--- src/rtl/ifq_pkg.sv ---
// Shared types and constants for the instruction fetch queue.
package ifq_pkg;

  localparam logic [31:0] IFQ_RESET_PC = 32'h0000_0000;

  typedef struct packed {
    logic [31:0] pc;
    logic [31:0] instr;
  } ifq_entry_t;

  typedef enum logic {
    IDLE  = 1'b0,
    FETCH = 1'b1
  } ifq_state_t;

  // Force a byte address onto a word boundary.
  function automatic logic [31:0] ifq_align(input logic [31:0] addr);
    return addr & 32'hFFFF_FFFC;
  endfunction

endpackage

--- src/rtl/ifq_fifo.sv ---
// DEPTH-entry FIFO of {pc, instr} records with flush. Pointers and count are
// reset; the storage array is not, and the head is forced to zero when empty
// so unwritten storage never reaches the outputs.
module ifq_fifo
  import ifq_pkg::*;
#(
  parameter int DEPTH = 4
) (
  input  logic                     clk_i,
  input  logic                     rst_i,
  input  logic                     flush,
  input  logic                     push,
  input  ifq_entry_t               push_entry,
  input  logic                     pop,
  output ifq_entry_t               head,
  output logic                     valid,
  output logic [$clog2(DEPTH):0]   count
);

  localparam int PTR_W = $clog2(DEPTH);
  localparam logic [PTR_W:0] FULL = (PTR_W + 1)'(DEPTH);

  ifq_entry_t       mem [DEPTH];
  logic [PTR_W-1:0] wr_ptr;
  logic [PTR_W-1:0] rd_ptr;
  logic             do_push;
  logic             do_pop;

  // A flush discards any push or pop in the same cycle; boundaries are guarded.
  assign do_push = push && !flush && (count != FULL);
  assign do_pop  = pop && !flush && (count != '0);

  // Pointer and occupancy bookkeeping.
  always_ff @(posedge clk_i or negedge rst_i) begin
    if (!rst_i) begin
      wr_ptr <= '0;
      rd_ptr <= '0;
      count  <= '0;
    end else if (flush) begin
      wr_ptr <= '0;
      rd_ptr <= '0;
      count  <= '0;
    end else begin
      if (do_push) wr_ptr <= wr_ptr + 1'b1;
      if (do_pop)  rd_ptr <= rd_ptr + 1'b1;
      case ({do_push, do_pop})
        2'b10:   count <= count + 1'b1;
        2'b01:   count <= count - 1'b1;
        default: count <= count;
      endcase
    end
  end

  // Entry storage write port.
  always_ff @(posedge clk_i) begin
    if (do_push) mem[wr_ptr] <= push_entry;
  end

  assign valid = (count != '0);
  assign head  = valid ? mem[rd_ptr] : '0;

endmodule

--- src/rtl/ifetch_queue.sv ---
// Instruction fetch queue: owns the fetch PC, issues word reads to a 1-cycle
// latency instruction memory, buffers returned words with their PCs and hands
// them to decode over valid/ready. A redirect flushes and restarts fetch.
// Optional build macro IFQ_PERF_EN adds pop and stall performance counters.
module ifetch_queue
  import ifq_pkg::*;
#(
  parameter int          DEPTH    = 4,
  parameter logic [31:0] RESET_PC = IFQ_RESET_PC
) (
  input  logic                   clk_i,
  input  logic                   rst_i,
  input  logic                   start_i,
  output logic                   imem_req_o,
  output logic [31:0]            imem_addr_o,
  input  logic [31:0]            imem_instr_i,
  input  logic                   redirect_i,
  input  logic [31:0]            redirect_pc_i,
  output logic                   valid_o,
  input  logic                   ready_i,
  output logic [31:0]            instr_o,
  output logic [31:0]            pc_o,
  output logic [$clog2(DEPTH):0] count_o
`ifdef IFQ_PERF_EN
  ,
  output logic [31:0]            perf_fetched_o,
  output logic [31:0]            perf_stall_o
`endif
);

  localparam int CNT_W = $clog2(DEPTH) + 1;
  localparam logic [CNT_W:0] CREDIT_LIMIT = (CNT_W + 1)'(DEPTH);

  ifq_state_t  state;
  ifq_state_t  state_next;
  logic [31:0] fetch_pc;
  logic [31:0] req_pc;
  logic        inflight;
  logic        squash;
  logic [CNT_W:0] occupied;
  logic        push;
  logic        pop;
  ifq_entry_t  push_entry;
  ifq_entry_t  head;

  // Queued entries plus the one outstanding response bound the request rate.
  assign occupied = {1'b0, count_o} + {{CNT_W{1'b0}}, inflight};

  // FSM state register.
  always_ff @(posedge clk_i or negedge rst_i) begin
    if (!rst_i) state <= IDLE;
    else        state <= state_next;
  end

  // Next state and request issue.
  always_comb begin
    state_next = state;
    imem_req_o = 1'b0;
    case (state)
      IDLE:    if (start_i)  state_next = FETCH;
      FETCH:   if (!start_i) state_next = IDLE;
      default: state_next = IDLE;
    endcase
    imem_req_o = (state == FETCH) && !redirect_i && (occupied < CREDIT_LIMIT);
  end

  assign imem_addr_o = fetch_pc;

  // Fetch PC, in-flight flag and squash flag; redirect takes priority.
  always_ff @(posedge clk_i or negedge rst_i) begin
    if (!rst_i) begin
      fetch_pc <= RESET_PC;
      inflight <= 1'b0;
      squash   <= 1'b0;
    end else begin
      inflight <= imem_req_o;
      squash   <= redirect_i && inflight;
      if (redirect_i)      fetch_pc <= ifq_align(redirect_pc_i);
      else if (imem_req_o) fetch_pc <= fetch_pc + 32'd4;
    end
  end

  // --- request stage -> response stage: remember the PC of the issued read ---
  always_ff @(posedge clk_i) begin
    if (imem_req_o) req_pc <= fetch_pc;
  end

  // --- response stage -> queue: capture the returned word unless squashed ---
  assign push       = inflight && !squash;
  assign push_entry = '{pc: req_pc, instr: imem_instr_i};
  assign pop        = valid_o && ready_i;

  ifq_fifo #(
    .DEPTH(DEPTH)
  ) u_fifo (
    .clk_i      (clk_i),
    .rst_i      (rst_i),
    .flush      (redirect_i),
    .push       (push),
    .push_entry (push_entry),
    .pop        (pop),
    .head       (head),
    .valid      (valid_o),
    .count      (count_o)
  );

  assign instr_o = head.instr;
  assign pc_o    = head.pc;

`ifdef IFQ_PERF_EN
  // Performance counters; only reset clears them, redirect does not.
  always_ff @(posedge clk_i or negedge rst_i) begin
    if (!rst_i) begin
      perf_fetched_o <= '0;
      perf_stall_o   <= '0;
    end else begin
      if (pop && !redirect_i)    perf_fetched_o <= perf_fetched_o + 32'd1;
      if (valid_o && !ready_i)   perf_stall_o   <= perf_stall_o + 32'd1;
    end
  end
`endif

endmodule

--- config.mk ---
export PLATFORM = sky130hd
export DESIGN_NAME = ifetch_queue
export DESIGN_NICKNAME = d
export VERILOG_FILES = /design/src/rtl/ifq_pkg.sv /design/src/rtl/ifq_fifo.sv /design/src/rtl/ifetch_queue.sv
export SDC_FILE = /design/constraint.sdc
export NUM_CORES = 1
export LEC_CHECK = 0
export ABC_AREA = 1
export BUFFER_PORTS_ARGS = -buffer_cell sky130_fd_sc_hd__buf_2
export CORE_ASPECT_RATIO = 1.1
export CORE_MARGIN = 3
export CORE_UTILIZATION = 52
export DETAILED_ROUTE_END_ITERATION = 16
export HOLD_SLACK_MARGIN = 0.05
export PLACE_DENSITY_LB_ADDON = 0.2
export SLEW_MARGIN = 10
export SYNTH_ARGS = -nofsm -noshare
export SYNTH_HDL_FRONTEND = slang
export SYNTH_HIERARCHICAL = 1
export SYNTH_SLANG_ARGS = --single-unit
--- constraint.sdc ---
create_clock -name clk_i -period 3.5 [get_ports clk_i]
set_input_delay 0.7 -clock clk_i [delete_from_list [all_inputs] [get_ports clk_i]]
set_output_delay 0.7 -clock clk_i [all_outputs]
set_load 0.02 [all_outputs]
# Yosys cells after proc, flatten, opt, wreduce, memory -nomap -nowiden
# Memories as Yosys holds them, arrays and structs flattened.
# Cells that the tools add are included.
[word_totals] register_bits=74 latchBits=0 mem_bits_rw=256 mem_bits_ro=0 input_bits=69 elab_cells=47 n_memories=1
[mem_list] name="u_fifo.mem" depth=4 width=64 read_ports=1 rd_ports_with_merged_regs=0 write_ports=1 line="ifq_fifo.sv:23" source="ifq_entry_t mem [DEPTH];"
[classes] addsub=6 multipliers=0 div=0 n_lt_le_gt_ge=1 eq_ne=3 shift=0 muxes=12 bitwise_logic=0 reduce_logical=16
[op_table] op="$mux 32" n=2
[op_table] op="$mux 64" n=1
[op_table] op="$add 32x3->32 const B" n=1
[op_table] op="$logic_and 1x1->1" n=9
[op_table] op="$mux 2" n=4
[op_table] op="$pmux 3 s2" n=1
[op_table] op="$reduce_bool 2->1" n=3
[op_table] op="$reduce_bool 3->1" n=2
[op_table] op="$add 2x1->2 const B" n=2
[op_table] op="$add 3x1->4" n=1
[op_table] op="$lt 4x3->1 const B" n=1
[op_table] op="$add 3x1->3 const B" n=1
[op_table] op="$mux 1" n=3
[op_table] op="$mux 3" n=1
[op_table] op="$ne 3x3->1 const B" n=1
[op_table] op="$sub 3x1->3 const B" n=1
[op_table] op="$eq 2x1->1 const B" n=1
[op_table] op="$eq 2x2->1 const B" n=1
[op_table] op="$logic_not 1->1" n=2

# Logic depth before layout (Yosys ltp)
[logic_depth] depth_word=7 ltp_mapped=15

# By module
# Netlist, hierarchy kept.
[modules_own_cells] module="ifq_fifo" n_inst=1 cells_each=820 area_per_inst_um2=10410.0 seq_area_each_um2=7862.5
[modules_own_cells] module="ifetch_queue" n_inst=1 cells_each=395 area_per_inst_um2=3286.9 seq_area_each_um2=1726.7

# Worst setup path after synthesis
# OpenSTA, ideal clock, no wires.
[synth_path] kind="in2reg" startpoint="in redirect_i" endpoint="mem u_fifo/mem[0][0] (netlist name) (enable)" setup_ns=0.486 t_arrival_ns=3.663 t_required_ns=3.014 slack_ns=-0.649 cell_stages=3 path_cell_list="nor2_1 nand2_2 nor2_1"
[synth_between] elab_chain_cells=5
[synth_rtl] element="start: declaration" line="ifetch_queue.sv:17" source="input logic redirect_i,"
[synth_rtl] element="$logic_not 1->1" line="ifq_fifo.sv:30" source="assign do_push = push && !flush && (count != FULL);"
[synth_rtl] element="$logic_and 1x1->1 (2 in a row)" line="ifq_fifo.sv:30"
[synth_rtl] element="$mux 1" line="ifq_fifo.sv:56" source="if (do_push) mem[wr_ptr] <= push_entry;"
[synth_rtl] element="$mux 1 (not written as such)" line="ifq_fifo.sv:56"
[synth_rtl] element="end: declaration" line="ifq_fifo.sv:23"
# Every way passes these cells.

# Worst setup path in the final report
[layout_path] startpoint="reg u_fifo.count[1]" endpoint="out instr_o[14]"
[layout_between] elab_chain_cells=2
[layout_rtl] element="start: declaration" line="ifq_fifo.sv:17" source="output logic [$clog2(DEPTH):0] count"
[layout_rtl] element="start signal: assignment" line="ifq_fifo.sv:47" source="2'b10: count <= count + 1'b1;"
[layout_rtl] element="start signal: assignment" line="ifq_fifo.sv:48" source="2'b01: count <= count - 1'b1;"
[layout_rtl] element="start signal: assignment" line="ifq_fifo.sv:49" source="default: count <= count;"
[layout_rtl] element="$reduce_bool 3->1" line="ifq_fifo.sv:59" source="assign valid = (count != '0);"
[layout_rtl] element="$mux 64" line="ifq_fifo.sv:60" source="assign head = valid ? mem[rd_ptr] : '0;"
[layout_rtl] element="end: declaration" line="ifetch_queue.sv:21" source="output logic [31:0] instr_o,"
# Every way passes these cells.

==> reports/results.md <==
| Parameter | This run |
|:---|:---|
| Result of the run | finished, final reports clean |
| Routed length per instance | 16.7 um |
| First-pass GRT wire length | 46,300 um |
| Count of cells along the worst register-to-register path | 15 |
| Die width | 161 um |
| CP startpoint kind | flip-flop |
| Area leader, netlist | sky130_fd_sc_hd__edfxtp_1 |
| Clk sink count | 326 |
| Share of final-layout standard cells stronger than drive strength 1 | 18.7% |
| Main synth FF type | sky130_fd_sc_hd__edfxtp_1 |
| Effective utilization at floorplan | 53.6% |
| WL final | 29,200 um |
| Cell types with the highest counts after synthesis | 296 x sky130_fd_sc_hd__nor2_1, 286 x sky130_fd_sc_hd__edfxtp_1, 154 x sky130_fd_sc_hd__nand2_1 |
| Hold crit path type | primary input to flip-flop |
| Number of setup buffers added after CTS | 0 |
| RSZ-0062 raised after global routing | false |
| Boundary Pins | 170 |
| Number of cells produced by synthesis | 1,215 |
| Synthesis warning total | 6 |
| Routability-driven placement congestion ratio | 0.902 |
| Cells taking the most area after synthesis | sky130_fd_sc_hd__edfxtp_1 63%, sky130_fd_sc_hd__nor2_1 8.1%, sky130_fd_sc_hd__dfrtp_1 7.3% |
| Reg power frac | 40.3% |
| Number of optimization iterations in the first detailed-route pass | 5 |
| LEAKAGE | 6.17 nW |
| Crit-path max cell delay | 0.57 ns |
| Distinct cell type count after synthesis | 31 |
| Count of buffers inserted at the top-level ports | 165 |
| Worst-path cell with the longest stage delay | sky130_fd_sc_hd__inv_2 |
| Aggregate global-route resource usage | 20.5% |
| Startpoint of the tightest hold check path | start_i |
| Cell with the most instances after synthesis | sky130_fd_sc_hd__nor2_1 |
| Fraction of registers with async set or reset after synthesis | 12.3% |
| Post-Syn Area per Cell | 11.3 um2 |
| Part of the power in the clock network | 30.9% |
| Peak supply drop | 0.515 mV |
| Overflow left after global routing | 0 |
| Synth-to-Final Area Change | 17.0% |
| Estimated wirelength of the detail-placed design | 17,200 um |
| Root Driver | sky130_fd_sc_hd__clkbuf_16 |
| Share of the synthesized area in the top cell type | 62.7% |
| Number of gates given a new drive strength after cts | 0 |
| Final clock period utilization by the worst path | 89.3% |
| Placed Cells | 1,692 |
| Final number of hold-violating endpoints | 0 |
| Highest Signal Layer | met5 |
| Launching point of the worst reg2reg path | u_fifo/count[1]$_DFFE_PN0P_ |
| Number of routed nets with antenna violations | 0 |
| Antenna violations before repair | 2 |
| Endpoint type of the worst setup path | output pin |
| Htree depth | 2 |
| Hold-critical path depth | 1 |
| Startpoint-to-endpoint class of the critical path | flip-flop to output pin |
| Ratio of total power to cell area | 742 mW/mm2 |
| Share of total power in combinational logic | 28.8% |
| Setup-violating endpoint count in the final report | 0 |
| Ant diodes | 0 |
| Highest net fanout along the worst path | 31 |
| Switch Pwr | 0.00403 W |
| Pin count of the biggest net entering global routing | 132 |
| Number of slew-limit violations in the final report | 0 |
| Max-slew headroom at the worst pin | 36.6% |
| Die outline height | 176 um |
| Via density per instance | 5.23 |
| Total die area | 0.0283 mm2 |
| Origin of the worst setup path | u_fifo/count[1]$_DFFE_PN0P_ |
| DRC | 0 |
| Via count of the first global-routing pass | 9,012 |
| Actual slew at the worst max-slew pin | 0.952 ns |
| Highest clock rate | 320 MHz |
| Internal power of the cells | 0.00786 W |
| Number of placement rows | 61 |
| Routed metal-1 wirelength | 12,000 um |
| Overall power consumption | 0.0119 W |
| Number of storage elements in the synthesis netlist | 326 |
| Number of max-cap violations | 0 |
| Final Instance Count excl. Fillers | 1,752 |
| Part of the Yosys area used for sequential elements | 70.0% |
| Pre-CTS setup slack | 0.871 ns |
| Total Nets Final | 1,457 |
| Wire length on met3 | 1810 um |
| Worst skew pair latency | 0.50 ns |
| Arrival time reported for the critical path endpoint | 2.43 ns |
| Number of vias in the routed layout | 9,164 |
| Worst-case clock skew | 0.00810 ns |
| Number of buffers added to fix hold violations after cts | 0 |
| Maximum buffer depth of the clock tree | 3 |
| Netlist area before placement | 0.0137 mm2 |
| Switching fraction of total power | 33.9% |
| Core ar. | 0.0256 mm2 |
| EDFF count, synth | 286 |
| Wire length on met2 | 14,700 um |
| Tmin final | 3.13 ns |
| Series of cell instances along the critical path | nor2_2, nand2_1, inv_2, buf_4, a21oi_1, buf_2 |
| Number of design-rule violations left by the first detailed-router iteration | 636 |
| CTS tree | yes |
| Crit path setup slack, layout | 0.374 ns |
| Data required, critical path | 2.80 ns |
| CTS Buf Count | 34 |
| Clock edge transition at the registers on the reported setup and hold paths | 0.06 ns |
## critical path, delay by kind of cell, from the launching register on
family	cells	cell delay, ns
compound gates	1	0.08
buf+inv	3	1.08
flops	1	0.44
simple gates	2	0.32
## per-stage QoR
step | hold slack [ns] | util (%) | cell area, um2 | setup TNS [ns]
after global routing | 0.297 | 62.7 | 16000 | 0
final | 0.312 | 62.7 | 16000 | 0
after floorplan | 0.404 | - | 13700 | -166.24
after global placement | 0.472 | 58.1 | 14900 | 0
after CTS | 0.295 | 62.7 | 16000 | 0
after detailed placement | 0.484 | 58.1 | 14900 | 0
## cells by family (layout without fill, tap and decap cells)
logic type               count (synthesis)  count (layout)  share of synthesized area [%]
AND/OR/NAND/NOR                        537             537                           16.2
other                                    1              10                         0.0274
flip-flops                             326             326                           70.0
buffers and inverters                  117             299                           4.47
AO/OA/AOI/OAI                          222             222                           8.28
XOR/XNOR                                 6               6                          0.384
adder cells (fa/ha/maj)                  6               6                          0.603
## sequential cells by signal (all words and copies together) (netlist names)
name / count
u_fifo/mem: 256
imem_addr_o: 30
req_pc: 30
u_fifo/count: 3
u_fifo/rd_ptr: 2
u_fifo/wr_ptr: 2
inflight: 1
squash: 1
state: 1
## power by group through the flow
| stage | clock, W | sequential (W) | combinational, W |
|---|---|---|---|
| 2_1_floorplan | 0 | 0.00491 | 0.00227 |
| 3_3_place_gp | 0 | 0.00486 | 0.00342 |
| 3_5_place_dp | 0 | 0.00487 | 0.00346 |
| 4_1_cts | 0.00376 | 0.00479 | 0.00347 |
| 5_1_grt | 0.00393 | 0.00483 | 0.00376 |
| 6_report | 0.00367 | 0.00479 | 0.00343 |
## area by class of cell
class / count / area [um2]
fill: 1973 / 9550
clock buffer: 49 / 971
tap: 346 / 433
multi-input combinational: 781 / 3560
inverter: 58 / 219
timing repair buffer: 181 / 1060
sequential: 326 / 9590
clock inverter: 11 / 184
## cells in the final DEF, fill, tap and decap left out, types with 2 or more instances in the layout
| master | count |
|---|---|
| sky130_fd_sc_hd__clkinv_1 | 2 |
| sky130_fd_sc_hd__inv_2 | 5 |
| sky130_fd_sc_hd__and2_1 | 2 |
| sky130_fd_sc_hd__dfrtp_1 | 38 |
| sky130_fd_sc_hd__xor2_1 | 2 |
| sky130_fd_sc_hd__conb_1 | 10 |
| sky130_fd_sc_hd__clkbuf_16 | 37 |
| sky130_fd_sc_hd__clkbuf_1 | 12 |
| sky130_fd_sc_hd__o21bai_1 | 7 |
| sky130_fd_sc_hd__clkinv_2 | 4 |
| sky130_fd_sc_hd__nand2_1 | 154 |
| sky130_fd_sc_hd__o21ai_1 | 44 |
| sky130_fd_sc_hd__buf_4 | 7 |
| sky130_fd_sc_hd__o211ai_1 | 2 |
| sky130_fd_sc_hd__nand2_4 | 4 |
| sky130_fd_sc_hd__nor2_4 | 11 |
| sky130_fd_sc_hd__buf_2 | 165 |
| sky130_fd_sc_hd__inv_1 | 52 |
| sky130_fd_sc_hd__nor3_1 | 2 |
| sky130_fd_sc_hd__nand3_1 | 59 |
| sky130_fd_sc_hd__ha_1 | 5 |
| sky130_fd_sc_hd__nor2_2 | 6 |
| sky130_fd_sc_hd__nand2_2 | 5 |
| sky130_fd_sc_hd__o21ai_0 | 102 |
| sky130_fd_sc_hd__a21oi_1 | 67 |
| sky130_fd_sc_hd__edfxtp_1 | 286 |
| sky130_fd_sc_hd__bufinv_16 | 5 |
| sky130_fd_sc_hd__xnor2_1 | 4 |
| sky130_fd_sc_hd__buf_12 | 9 |
| sky130_fd_sc_hd__nor2_1 | 292 |
## worst paths after layout
| kind | to | slack (ns) |
|---|---|---|
| min in group asynchronous | imem_addr_o[2]$_DFFE_PN0P_ | 0.34 |
| worst min register to register | u_fifo/mem[0][63]$_DFFE_PP_ | 0.49 |
| max in group asynchronous | u_fifo/rd_ptr[0]$_DFFE_PN0P_ | 2.44 |
| worst max register to register | u_fifo/count[2]$_DFFE_PN0P_ | 1.27 |
| worst max-delay path | instr_o[14] | 0.37 |
| worst min-delay path | state$_DFF_PN0_ | 0.31 |
## per-layer routing
layer	vias to the layer above	GRT usage [%]
li1	4481	-
met4	4	6.42
met5	-	0
met3	47	3.92
met1	4346	26.5
met2	286	35.5
No activity file was read; power rests on OpenSTA's default activity.
